## src/rtl/reaction_timer_multi_pkg.sv

```systemverilog
// +--------------------------------------------------------------------+
// | reaction_timer_multi_pkg : shared FSM encoding, LFSR constants and  |
// | width helpers for the multi-player reaction timer.                  |
// | Rev 1.0                                                             |
// +--------------------------------------------------------------------+
`default_nettype none

package reaction_timer_multi_pkg;

  typedef enum logic [2:0] {
    ST_IDLE   = 3'd0,
    ST_DELAY  = 3'd1,
    ST_ARMED  = 3'd2,
    ST_RESULT = 3'd3,
    ST_DONE   = 3'd4
  } state_e;

  // x^16 + x^14 + x^13 + x^11 + 1, Fibonacci form (taps on bits 15,13,12,10)
  localparam logic [15:0] LFSR_SEED = 16'hACE1;
  localparam logic [15:0] LFSR_TAPS = 16'hB400;

  function automatic int idx_w(input int n);
    return (n > 1) ? $clog2(n) : 1;
  endfunction

  function automatic int sum_w(input int score_w);
    return score_w + 4;
  endfunction

endpackage

`default_nettype wire

```

## src/rtl/reaction_timer_multi_tick_gen.sv

```systemverilog
// +--------------------------------------------------------------------+
// | rt_tick_gen : free-running prescaler, one-cycle tick every TICK_DIV |
// | clocks.                                                             |
// | Rev 1.0                                                             |
// +--------------------------------------------------------------------+
`default_nettype none

module rt_tick_gen
  import reaction_timer_multi_pkg::*;
#(
  parameter int TICK_DIV = 50000
) (
  input  logic Clock,
  input  logic Reset,
  output logic tick
);

  localparam int CW = idx_w(TICK_DIV);

  logic [CW-1:0] cnt_q;

  always_ff @(posedge Clock) begin
    if (Reset) begin
      cnt_q <= '0;
      tick  <= 1'b0;
    end else if (cnt_q == CW'(TICK_DIV - 1)) begin
      cnt_q <= '0;
      tick  <= 1'b1;
    end else begin
      cnt_q <= cnt_q + CW'(1);
      tick  <= 1'b0;
    end
  end

endmodule

`default_nettype wire

```

## src/rtl/reaction_timer_multi.sv

```systemverilog
// +--------------------------------------------------------------------+
// | reaction_timer_multi : multi-player reaction timer with per-player  |
// | last/best scores; optional running average via REACTION_TIMER_AVG_EN|
// | Rev 1.0                                                             |
// +--------------------------------------------------------------------+
`default_nettype none

module reaction_timer_multi
  import reaction_timer_multi_pkg::*;
#(
  parameter int NUM_PLAYERS = 2,
  parameter int SCORE_W     = 13,
  parameter int NUM_TRIALS  = 4,
  parameter int TICK_DIV    = 50000,
  parameter int MIN_DELAY   = 1000,
  parameter int DELAY_MASK  = 2047
) (
  input  logic                              Clock,
  input  logic                              Reset,
  input  logic                              start,
  input  logic [NUM_PLAYERS-1:0]            hit,
  input  logic [idx_w(NUM_PLAYERS)-1:0]     rd_sel,
  output logic                              green_led,
  output logic                              red_led,
  output logic [2:0]                        state,
  output logic [$clog2(NUM_TRIALS):0]       trial_idx,
  output logic [idx_w(NUM_PLAYERS)-1:0]     winner,
  output logic [NUM_PLAYERS-1:0]            foul,
  output logic [SCORE_W-1:0]                rd_last,
  output logic [SCORE_W-1:0]                rd_best,
  output logic [SCORE_W-1:0]                rd_avg
);

  localparam int PW = idx_w(NUM_PLAYERS);
  localparam int TW = $clog2(NUM_TRIALS) + 1;
  localparam logic [SCORE_W-1:0] SCORE_MAX = '1;

  state_e                 state_q;
  logic                   green_q, red_q, tick;
  logic [NUM_PLAYERS-1:0] foul_q, done_q;
  logic [TW-1:0]          trial_q;
  logic [PW-1:0]          winner_q, winner_d;
  logic [SCORE_W-1:0]     last_q  [NUM_PLAYERS];
  logic [SCORE_W-1:0]     best_q  [NUM_PLAYERS];
  logic [SCORE_W-1:0]     score_d [NUM_PLAYERS];
  logic [SCORE_W-1:0]     cnt_q, min_d;
  logic [31:0]            delay_q, delay_d;
  logic [15:0]            lfsr_q;
  logic                   new_game_d, result_entry_d, sel_ok;

  rt_tick_gen #(.TICK_DIV(TICK_DIV)) u_tick (
    .Clock (Clock),
    .Reset (Reset),
    .tick  (tick)
  );

  // Players that never hit this trial are charged the saturated score.
  always_comb begin
    new_game_d     = start && (state_q == ST_IDLE || state_q == ST_DONE);
    result_entry_d = (state_q == ST_ARMED) && ((&done_q) || cnt_q == SCORE_MAX);
    delay_d        = 32'(MIN_DELAY) + 32'(lfsr_q & 16'(DELAY_MASK));
    for (int p = 0; p < NUM_PLAYERS; p++)
      score_d[p] = done_q[p] ? last_q[p] : SCORE_MAX;
    winner_d = '0;
    min_d    = score_d[0];
    for (int p = 1; p < NUM_PLAYERS; p++) begin
      if (score_d[p] < min_d) begin
        min_d    = score_d[p];
        winner_d = PW'(p);
      end
    end
  end

  always_ff @(posedge Clock) begin
    if (Reset) begin
      state_q  <= ST_IDLE;
      green_q  <= 1'b0;
      red_q    <= 1'b0;
      foul_q   <= '0;
      done_q   <= '0;
      trial_q  <= '0;
      winner_q <= '0;
      cnt_q    <= '0;
      delay_q  <= '0;
      lfsr_q   <= LFSR_SEED;
      for (int p = 0; p < NUM_PLAYERS; p++) begin
        last_q[p] <= '0;
        best_q[p] <= SCORE_MAX;
      end
    end else begin
      lfsr_q <= {lfsr_q[14:0], ^(lfsr_q & LFSR_TAPS)};
      case (state_q)
        ST_IDLE, ST_DONE: begin
          if (new_game_d) begin
            state_q <= ST_DELAY;
            delay_q <= delay_d;
            trial_q <= '0;
            foul_q  <= '0;
            done_q  <= '0;
            red_q   <= 1'b0;
            for (int p = 0; p < NUM_PLAYERS; p++) begin
              last_q[p] <= '0;
              best_q[p] <= SCORE_MAX;
            end
          end
        end
        ST_DELAY: begin
          for (int p = 0; p < NUM_PLAYERS; p++) begin
            if (hit[p] && !done_q[p]) begin
              foul_q[p] <= 1'b1;
              done_q[p] <= 1'b1;
              last_q[p] <= SCORE_MAX;
              red_q     <= 1'b1;
            end
          end
          if (delay_q == '0) begin
            state_q <= ST_ARMED;
            green_q <= 1'b1;
            cnt_q   <= '0;
          end else if (tick) begin
            delay_q <= delay_q - 32'd1;
          end
        end
        ST_ARMED: begin
          if (result_entry_d) begin
            state_q  <= ST_RESULT;
            green_q  <= 1'b0;
            winner_q <= winner_d;
            for (int p = 0; p < NUM_PLAYERS; p++) begin
              last_q[p] <= score_d[p];
              best_q[p] <= (score_d[p] < best_q[p]) ? score_d[p] : best_q[p];
            end
          end else begin
            if (tick && cnt_q != SCORE_MAX)
              cnt_q <= cnt_q + SCORE_W'(1);
            for (int p = 0; p < NUM_PLAYERS; p++) begin
              if (hit[p] && !done_q[p]) begin
                last_q[p] <= cnt_q;
                done_q[p] <= 1'b1;
              end
            end
          end
        end
        ST_RESULT: begin
          if (start) begin
            trial_q <= trial_q + TW'(1);
            if (trial_q < TW'(NUM_TRIALS - 1)) begin
              state_q <= ST_DELAY;
              delay_q <= delay_d;
              foul_q  <= '0;
              done_q  <= '0;
              red_q   <= 1'b0;
            end else begin
              state_q <= ST_DONE;
            end
          end
        end
        default: state_q <= ST_IDLE;
      endcase
    end
  end

  assign sel_ok    = 32'(rd_sel) < NUM_PLAYERS;
  assign state     = state_q;
  assign green_led = green_q;
  assign red_led   = red_q;
  assign foul      = foul_q;
  assign trial_idx = trial_q;
  assign winner    = winner_q;
  assign rd_last   = sel_ok ? last_q[rd_sel] : '0;
  assign rd_best   = sel_ok ? best_q[rd_sel] : '0;

`ifdef REACTION_TIMER_AVG_EN
  localparam int SW = sum_w(SCORE_W);

  logic [SW-1:0] sum_q [NUM_PLAYERS];

  always_ff @(posedge Clock) begin
    for (int p = 0; p < NUM_PLAYERS; p++) begin
      if (Reset || new_game_d)
        sum_q[p] <= '0;
      else if (result_entry_d)
        sum_q[p] <= sum_q[p] + SW'(score_d[p]);
    end
  end

  assign rd_avg = sel_ok ? SCORE_W'(sum_q[rd_sel] >> $clog2(NUM_TRIALS)) : '0;
`else
  assign rd_avg = '0;
`endif

endmodule

`default_nettype wire

```

## config.mk

```make
export PLATFORM = sky130hd
export DESIGN_NAME = reaction_timer_multi
export DESIGN_NICKNAME = d
export VERILOG_FILES = /design/src/rtl/reaction_timer_multi_pkg.sv /design/src/rtl/reaction_timer_multi_tick_gen.sv /design/src/rtl/reaction_timer_multi.sv
export SDC_FILE = /design/constraint.sdc
export NUM_CORES = 1
export LEC_CHECK = 0
export CAP_MARGIN = 20
export CORE_ASPECT_RATIO = 1.5
export CORE_UTILIZATION = 45
export CTS_CLUSTER_SIZE = 24
export DETAILED_ROUTE_END_ITERATION = 10
export GPL_TIMING_DRIVEN = 0
export PLACE_DENSITY = 0.67
export SLEW_MARGIN = 20
export SYNTH_ARGS = -nofsm -noshare
export SYNTH_HDL_FRONTEND = slang
export SYNTH_HIERARCHICAL = 1
export SYNTH_SLANG_ARGS = --single-unit
```

## constraint.sdc

```tcl
create_clock -name Clock -period 4.42 [get_ports Clock]
set_input_delay 0.884 -clock Clock [delete_from_list [all_inputs] [get_ports Clock]]
set_output_delay 0.884 -clock Clock [all_outputs]
set_load 0.01 [all_outputs]
```

---- Word level (Yosys, flattened, before mapping) ----
Memories as Yosys holds them, arrays and structs flattened.
Index checks and enable logic that the tools add are counted.
operators by class
  add/sub/neg operators ................... 5
  $lt $le $gt $ge ......................... 4
  equal/unequal tests ..................... 19
  muxes and demuxes ....................... 81
  bitwise operators ....................... 12
  reductions and logical operators ........ 29
operators by type and width
  operator                  count
  $mux W13                  19
  $mux W32                  5
  $pmux W32 S3              1
  $lt A13 B13 Y1            3
  $mux W1                   38
  $logic_not A32 Y1         1
  $sub A32 B1 Y32 const B   1
  $pmux W13 S2              1
  $mux W3                   7
  $reduce_and A5 Y1         4
  $ne A2 B2 Y1 const B      9
  $add A16 B1 Y16 const B   1
  $eq A16 B16 Y1 const B    1
  $reduce_xor A16 Y1        1
  $add A13 B1 Y13 const B   1
  $eq A13 B13 Y1 const B    1
  $ne A13 B13 Y1 const B    1
  $add A10 B11 Y12 const A  1
  $or A1 B1 Y1              12
  $pmux W3 S4               1
  $mux W2                   4
  $pmux W2 S4               1
  $reduce_and A4 Y1         2
  $eq A3 B2 Y1 const B      2
  other kinds (21)          32
word-level totals
  flip-flop bits (word level) ............. 91
  RAM bits ................................ 52
  memories ................................ 2
memories
  memory  depth  width  read ports  clocked after memory_dff  write ports  RTL line                    RTL
  best_q  2      13     3           0                         2            reaction_timer_multi.sv:44  logic [SCORE_W-1:0] best_q [NUM_PLAYERS];
  last_q  2      13     3           0                         2            reaction_timer_multi.sv:43  logic [SCORE_W-1:0] last_q [NUM_PLAYERS];

---- Depth between registers and ports, before layout ----
Gate-level depths: netlist of the first run.
  depth in word-level cells ............... 11
  mapped depth ............................ 10
  depth with buffers taken out ............ 9

---- Hierarchy ----
The synthesis of the first run kept the hierarchy.
modules (own cells, without submodules)
  module                times used  cells each  area each (um2)  seq. area each (um2)
  reaction_timer_multi  1           839         7357.1           3042.9
  rt_tick_gen           1           83          799.5            340.3

---- Least setup slack after synthesis of the first run ----
OpenSTA, ideal clock, no wires.
  path type ............................... flip-flop to flip-flop
  start point ............................. register, netlist name cnt_q[0]
  end point ............................... memory best_q[0][0], enable pin
  library setup time ...................... 0.421 ns
  arrival ................................. 2.908 ns
  slack ................................... 1.091 ns
  cell stages (with the launch flop) ...... 6
  cell sequence ........................... dfxtp_1 > ha_1 > nand2_1 > nor4_2 > o21ai_0 > o41ai_1
RTL lines
  what       RTL line
  to (decl)  reaction_timer_multi.sv:44

==> results.cfg, run 1 <==
[route]
via_per_inst = 5.57
firstDrtPassIters = 8
via_count = 6818
drt_wl_total_um = 20400
wire_per_inst_um = 16.7
drt_iter0_drc = 298
drc_errors = 7
ant_nets = 0

[job]
drv_cap = 0

[clock_tree]
cts-root-buf = clkbuf_16
numCtsBuffers = 17
cts.clk_slew.worst_paths_ns = 0.06
cts_tree = yes
cts_hold_buf = 0
cts_max_level = 4
clock_sinks = 143
clk_latency_ns = 0.43
postCtsSetupBuffers = 0
cts_buffer_depth = 2
cts_resized = 0

[timing]
worst_slack_ns = 0.907
max_freq_mhz = 285
report.final.slew_viol_count = 0
tns_ns = 0
finalHoldViolations = 0
worstMarginPinSlew_ns = 0.974
relSlewSlack_pct = 34.4
setup_viol = 0
period_minus_slack_ns = 3.51
fin_crit_sh_pct = 79.5
clock_skew_ns = 0.00576
rsz0062_at_grt = false
hold_ws_ns = 0.432

[global_route]
grt_start_max_net_pins = 17
grt_pass1_vias = 6885
overflow = 0
antenna_found_initial = 0
grt_pass1_wl_um = 33800
grt_use_total_pct = 23.0

[power]
powerDensity_nw_per_um2 = 538
p_leak_nw = 3.67
power.total_mw = 5.10
peakVddDrop_mv = 0.488

[setup_path]
crit_path_top_delay_cell = nor4_2
crit_path_end_kind = register
path_cells = ha_1 > nand2_1 > nor4_2 > o21a_1 > clkbuf_1 > clkbuf_1 > nor2_1 > o21ai_1 > buf_4
critPathMaxStageDelay_ns = 0.57
path_common_cell = clkbuf_1
cp.buffers_inverters = 3
crit_family = buffers and inverters
path_class = reg -> reg
r2r_slack_ns = 0.91
cp.arrival_ns = 3.64
critPathMaxFanout = 10
start_kind = register
required_ns = 4.55

[placement]
gp_congestion = 0.886
portBuffers = 41
dpl.hpwl_um = 15700
place_area_um2 = 8930
post-place-cells = 1193
pre_cts_ws_ns = 0.897

[min_path]
min_path_type = reg -> reg

[logic_synthesis]
ys_warn_count = 6
ys_ff_latch = 143
synth_edf_count = 52
netlist_area_um2 = 8160
synthArstFlopShare_pct = 0
avgSynthCellArea_um2 = 8.85
yosysUniqueCellTypes = 69
ys.flop_type = dfxtp_1
syn_inst = 922
synth-seq-area-share_pct = 41.5

[die]
fp-row-count = 59
design.portCount = 56
dieHeight_um = 167
die_w_um = 112
fp.dieArea_um2 = 18700
core_region_area_um2 = 17600
start_util_pct = 46.4

[outcome]
outcome = complete, but fails checks
violations = DRC

[cells_and_area]
area_growth_pct = 16.0
fin_nets = 1046
design_area_um2 = 9470
n_antenna_cell = 0
drive_above_1_share_pct = 9.99
post-route-util_pct = 53.9
stdcell_count = 1224
path summary, 6_finish.rpt:
kind | startpoint | to | cells past startpoint
min reg2reg | lfsr_q[14]$_SDFF_PP0_ | lfsr_q[15]$_SDFF_PP1_ | 1
max | cnt_q[0]$_SDFFE_PP0P_ | last_q[1][8]$_DFFE_PP_ | 9
min | lfsr_q[14]$_SDFF_PP0_ | lfsr_q[15]$_SDFF_PP1_ | 1
max reg2reg | cnt_q[0]$_SDFFE_PP0P_ | last_q[1][8]$_DFFE_PP_ | 9
cell usage after synthesis, types with 19 or more instances:
cell type	count	area (um2)
dfxtp_1	91	1820
nor3_1	23	115
inv_1	75	282
ha_1	41	513
a21oi_1	42	210
nand2b_1	38	238
nor2_1	81	304
clkbuf_1	34	128
or4_1	19	143
o21ai_0	72	360
edfxtp_1	52	1560
nand2_1	76	285
xnor2_1	19	166
routing by layer:
layer  up-vias  part of all wire (%)  global-route usage, %
met4         0                   3.5                   12.3
met2       145                    54                   43.8
li1       3430                     -                      -
met3        42                   2.6                   2.91
met5         -                     0                      0
met1      3201                    40                   24.1
registers in the layout, summed over array words and instances, names as in the netlist:
| name | count |
|---|---|
| best_q | 26 |
| delay_q | 32 |
| foul | 2 |
| u_tick/tick | 1 |
| last_q | 26 |
| red_led | 1 |
| done_q | 2 |
| u_tick/cnt_q | 16 |
| winner | 1 |
| trial_idx | 3 |
| cnt_q | 13 |
| lfsr_q | 16 |
| green_led | 1 |
| state | 3 |
worst register-to-register path, cell delays in order, from the launching register on:
cell and delay (ns):
dfxtp_1 0.41, ha_1 0.29, nand2_1 0.12, nor4_2 0.57, o21a_1 0.21, clkbuf_1 0.32
clkbuf_1 0.46, nor2_1 0.08, o21ai_1 0.47, buf_4 0.28
cells in the final DEF, fill, tap and decap left out, types with 5 or more instances in the layout:
master and instances:
o21a_1 6, nand2b_1 38, clkbuf_1 37, nand3_1 16, nor2_1 81, buf_4 16
or2_2 11, nand2_1 76, conb_1 13, edfxtp_1 52, o211ai_1 9, buf_2 8
dfxtp_1 91, nor4_1 8, nor3_1 23, or3_1 14, mux2_2 14, ha_1 41
a211oi_1 14, xnor2_1 19, clkinv_1 5, a21oi_1 42, inv_1 75, a21o_1 7
clkdlybuf4s50_1 41, or4_1 19, nor4_2 6, o21ai_0 70, clkbuf_16 17, nand4_1 15
nor2b_1 18, mux2i_1 14, o31ai_1 14
final cells by class:
type	instances	area, um2
buffer	56	274
clock buffer	20	437
clock inverter	11	98.8
fill	1662	8100
inverter	75	282
multi-input combinational	660	4280
sequential	143	3380
tap	213	267
timing repair buffer	46	443
where the power goes:
part | switching, mW | internal (mW) | total (mW)
logic | 1.19 | 0.782 | 1.97
registers | 0.172 | 1.61 | 1.78
clock network | 0.535 | 0.811 | 1.35
kinds of logic after synthesis:
family | after synthesis | share of synthesized area (%)
other | 1 | 0.0460
adder cells (fa/ha/maj) | 41 | 6.29
AO/OA/AOI/OAI | 196 | 15.0
flip-flops | 143 | 41.5
buffers and inverters | 131 | 6.81
XOR/XNOR | 23 | 2.47
multiplexers | 28 | 3.65
AND/OR/NAND/NOR | 359 | 24.3
No activity file was read; power rests on OpenSTA's default activity.
==> run 2, diff against run 1 <==
==> constraint.sdc (replaced) <==
create_clock -name Clock -period 3.6 [get_ports Clock]
set_input_delay 0.72 -clock Clock [delete_from_list [all_inputs] [get_ports Clock]]
set_output_delay 0.72 -clock Clock [all_outputs]
set_load 0.01 [all_outputs]
==> results.cfg, run 2 (same netlist as run 1, synthesis figures left out) <==
[outcome]
outcome = complete, but fails checks
violations = DRC

[cells_and_area]
n_antenna_cell = 0
fin_nets = 1046
final_cell_mix = dfxtp_1, nor2_1, nand2_1, inv_1, o21ai_0
layout_commonest_cell = dfxtp_1
reg_top3 = delay_q (32), best_q (26), last_q (26)
area_growth_pct = 16.2
nFillCells = 1659
top_register = delay_q
largest_reg_flops = 32
drive_above_1_share_pct = 9.99
design_area_um2 = 9470

[timing]
finalHoldViolations = 0
report.final.slew_viol_count = 0
setup_viol = 0
period_minus_slack_ns = 3.35
fin_crit_sh_pct = 92.9
max_freq_mhz = 299
worst_slack_ns = 0.254
rsz0062_at_grt = false
hold_ws_ns = 0.430
worstMarginPinSlew_ns = 0.982
clock_skew_ns = 0.00536
relSlewSlack_pct = 33.8

[power]
power.total_mw = 6.25
p_leak_nw = 3.68
peakVddDrop_mv = 0.605
powerDensity_nw_per_um2 = 660

[clock_tree]
clock_sinks = 143
clk_latency_ns = 0.42
postCtsSetupBuffers = 0
cts-root-buf = clkbuf_16
cts_max_level = 4
cts_tree = yes
numCtsBuffers = 17
cts_buffer_depth = 2
cts.clk_slew.worst_paths_ns = 0.06

[route]
via_per_inst = 5.57
drc_errors = 7
drt_wl_total_um = 20400
firstDrtPassIters = 8
via_count = 6817
drt_iter0_drc = 286
ant_nets = 0
wire_per_inst_um = 16.6

[setup_path]
path_class = reg -> reg
critPathCapture = last_q[1][8]$_DFFE_PP_
reg2reg_depth = 9
crit_path_end_kind = register
crit_start = cnt_q[0]$_SDFFE_PP0P_
required_ns = 3.73
worstReg2RegStart = cnt_q[0]$_SDFFE_PP0P_
r2r_end = last_q[1][8]$_DFFE_PP_
r2r_slack_ns = 0.25
critPathMaxFanout = 10
cp.arrival_ns = 3.47
start_kind = register

[job]
drv_cap = 0

[die]
fp-row-count = 59
core_region_area_um2 = 17600
design.portCount = 56
die_w_um = 112
dieHeight_um = 167
fp.dieArea_um2 = 18700
start_util_pct = 46.4

[placement]
portBuffers = 41
place_area_um2 = 8930
dpl.hpwl_um = 15700
pre_cts_ws_ns = 0.123
gp_congestion = 0.886

[global_route]
grt_use_total_pct = 23.0
grt_pass1_wl_um = 33800
antenna_found_initial = 0
grt_start_max_net_pins = 17
grt_pass1_vias = 6885
overflow = 0

[min_path]
min_path_type = reg -> reg
min_from = lfsr_q[14]$_SDFF_PP0_
[run 2: cell count changes in the layout (fill, tap and decap cells not counted)]
cell,previous run,this run
nor4_2,6,5
nor4_4,0,1
[run 2: worst min-delay path by stage]
stage / to / slack [ns] / depth (start not counted)
4_1_cts: lfsr_q[15]$_SDFF_PP1_ / 0.44 / 1
2_1_floorplan: lfsr_q[15]$_SDFF_PP1_ / 0.39 / 1
3_5_place_dp: lfsr_q[15]$_SDFF_PP1_ / 0.42 / 1
3_3_place_gp: lfsr_q[15]$_SDFF_PP1_ / 0.39 / 1
5_1_grt: lfsr_q[15]$_SDFF_PP1_ / 0.44 / 1
6_report: lfsr_q[15]$_SDFF_PP1_ / 0.43 / 1
[run 2: power by group]
group	switching, mW	internal (mW)
clock network	0.653	0.997
registers	0.210	1.98
logic	1.46	0.960
total	2.32	3.93
[run 2: stage by stage]
step	TNS [ns]	util, %	instances
after floorplan	0	-	934
after global placement	-47.88	50.5	1188
after detailed placement	0	50.8	1193
after CTS	0	53.9	1224
after global routing	0	53.9	1224
final	0	53.9	1224
[run 2: cell type report]
class / instances / area [um2] / area share, %
clock buffers: 20 / 437 / 4.61
clock inverters: 11 / 98.8 / 1.04
inverters: 75 / 282 / 2.97
plain buffers: 56 / 274 / 2.89
repair buffers: 46 / 443 / 4.68
multi-input cells: 660 / 4290 / 45.3
flip-flops and latches: 143 / 3380 / 35.7
well taps: 213 / 267 / 2.81
[run 2: worst max-delay path, cell delays in order, from the launching register on]
cell and delay (ns):
dfxtp_1 0.40, ha_1 0.28, nand2_1 0.14, nor4_4 0.42
o21a_1 0.18, clkbuf_1 0.32, clkbuf_1 0.46, nor2_1 0.08
o21ai_1 0.47, buf_4 0.28
[run 2: timing repair]
item,CTS,global route
setup endpoints to repair,0,21
gates resized for setup,0,1
hold buffers,0,0
[run 2: metal layers]
metal  global-route usage [%]  wire length [um]  share of wire (%)
met5                        0                 0                  0
met4                     12.3               674                3.3
met3                     2.91               543                2.7
met2                     43.8             11000                 54
met1                     24.1              8100                 40
==> run 3, diff against run 2 <==
--- a/config.mk
+++ b/config.mk
@@ -7,12 +7,11 @@
 export LEC_CHECK = 0
 export CAP_MARGIN = 20
 export CORE_ASPECT_RATIO = 1.5
-export CORE_UTILIZATION = 45
+export CORE_UTILIZATION = 35
 export CTS_CLUSTER_SIZE = 24
 export DETAILED_ROUTE_END_ITERATION = 10
 export GPL_TIMING_DRIVEN = 0
-export PLACE_DENSITY = 0.67
-export SLEW_MARGIN = 20
+export PLACE_DENSITY = 0.55
 export SYNTH_ARGS = -nofsm -noshare
 export SYNTH_HDL_FRONTEND = slang
 export SYNTH_HIERARCHICAL = 1
==> results.cfg, run 3 (same netlist as run 1, synthesis figures left out) <==
[outcome]
outcome = complete, but fails checks
violations = DRC

[global_route]
overflow = 0
grt_pass1_wl_um = 34400
grt_start_max_net_pins = 17
grt_pass1_vias = 6674
antenna_found_initial = 0
grt_use_total_pct = 18.5

[setup_path]
path_cells = ha_1 > nand2_1 > nor4_4 > o21a_1 > clkbuf_1 > clkbuf_2 > nor2_1 > o21ai_1 > buf_4
required_ns = 3.72
start_kind = register
path_class = reg -> reg
cp.arrival_ns = 3.35
crit_path_top_delay_cell = nor4_4
crit_path_end_kind = register
cp.buffers_inverters = 3
critPathMaxStageDelay_ns = 0.45
critPathMaxFanout = 10
crit_family = buffers and inverters

[clock_tree]
numCtsBuffers = 17
cts_max_level = 4
cts_buffer_depth = 2
clock_sinks = 143
cts-root-buf = clkbuf_16
cts.clk_slew.worst_paths_ns = 0.06
clk_latency_ns = 0.42
cts_hold_buf = 0
postCtsSetupBuffers = 0
cts_tree = yes

[route]
ant_nets = 0
via_per_inst = 5.26
drc_errors = 1
drt_iter0_drc = 300
firstDrtPassIters = 7
drt_wl_total_um = 21200
wire_per_inst_um = 16.4
via_count = 6802

[min_path]
min_path_type = reg -> reg

[power]
power.total_mw = 6.41
peakVddDrop_mv = 0.398
powerDensity_nw_per_um2 = 665
p_leak_nw = 3.71

[cells_and_area]
design_area_um2 = 9640
top_register = delay_q
stdcell_count = 1292
final_cell_mix = dfxtp_1, nor2_1, nand2_1, inv_1, o21ai_0
fin_nets = 1046
drive_above_1_share_pct = 10.6
largest_reg_flops = 32
area_growth_pct = 18.2
layout_commonest_cell = dfxtp_1
post-route-util_pct = 42.0
reg_top3 = delay_q (32), best_q (26), last_q (26)
n_antenna_cell = 0

[placement]
pre_cts_ws_ns = 0.0155
gp_congestion = 0.842
post-place-cells = 1259
portBuffers = 41
place_area_um2 = 9010
dpl.hpwl_um = 16700

[timing]
rsz0062_at_grt = false
worstMarginPinSlew_ns = 0.829
relSlewSlack_pct = 44.5
report.final.slew_viol_count = 0
period_minus_slack_ns = 3.22
tns_ns = 0
max_freq_mhz = 310
clock_skew_ns = 0.0108
hold_ws_ns = 0.410
setup_viol = 0
finalHoldViolations = 0
worst_slack_ns = 0.377
fin_crit_sh_pct = 89.5

[die]
start_util_pct = 35.5
fp.dieArea_um2 = 23900
dieHeight_um = 189
design.portCount = 56
die_w_um = 127
core_region_area_um2 = 23000
fp-row-count = 68

[job]
drv_cap = 0
-- run 3: what timing repair did --
item | 4_1_cts | 5_1_grt
gates resized for setup | 2 | 3
setup endpoints to repair | 7 | 19
hold endpoints to repair | 0 | 0
-- run 3: routing by layer --
layer  global-route usage, %  up-vias  wire (um)
met2                    36.4       93      11800
li1                        -     3426          -
met5                       0        -          0
met4                    7.32        0        486
met1                    19.2     3249       8490
met3                    3.00       34        426
-- run 3: cell type report --
class / instances / area [um2]
plain buffers: 56 / 275
repair buffers: 46 / 445
multi-input cells: 660 / 4310
inverters: 75 / 282
flip-flops and latches: 143 / 3380
well taps: 280 / 350
clock buffers: 21 / 462
fillers: 2356 / 13300
clock inverters: 11 / 131
-- run 3: worst paths after layout --
path / cells after the start / endpoint / slack (ns) / startpoint
worst max register to register: 9 / last_q[0][11]$_DFFE_PP_ / 0.38 / cnt_q[0]$_SDFFE_PP0P_
worst max-delay path: 9 / last_q[0][11]$_DFFE_PP_ / 0.38 / cnt_q[0]$_SDFFE_PP0P_
worst min register to register: 1 / lfsr_q[15]$_SDFF_PP1_ / 0.41 / lfsr_q[14]$_SDFF_PP0_
worst min-delay path: 1 / lfsr_q[15]$_SDFF_PP1_ / 0.41 / lfsr_q[14]$_SDFF_PP0_
-- run 3: power breakdown --
part / internal [mW] / switching [mW]
sequential: 1.97 / 0.208
combinational: 0.965 / 1.48
clock: 1.07 / 0.709
-- run 3: worst reg2reg max path, delay by kind of cell (launching register included) --
| kind | cells | cell delay (ns) |
|---|---|---|
| compound gates | 2 | 0.60 |
| fa+ha+maj | 1 | 0.30 |
| buf+inv | 3 | 0.97 |
| flops | 1 | 0.39 |
| simple gates | 3 | 0.67 |
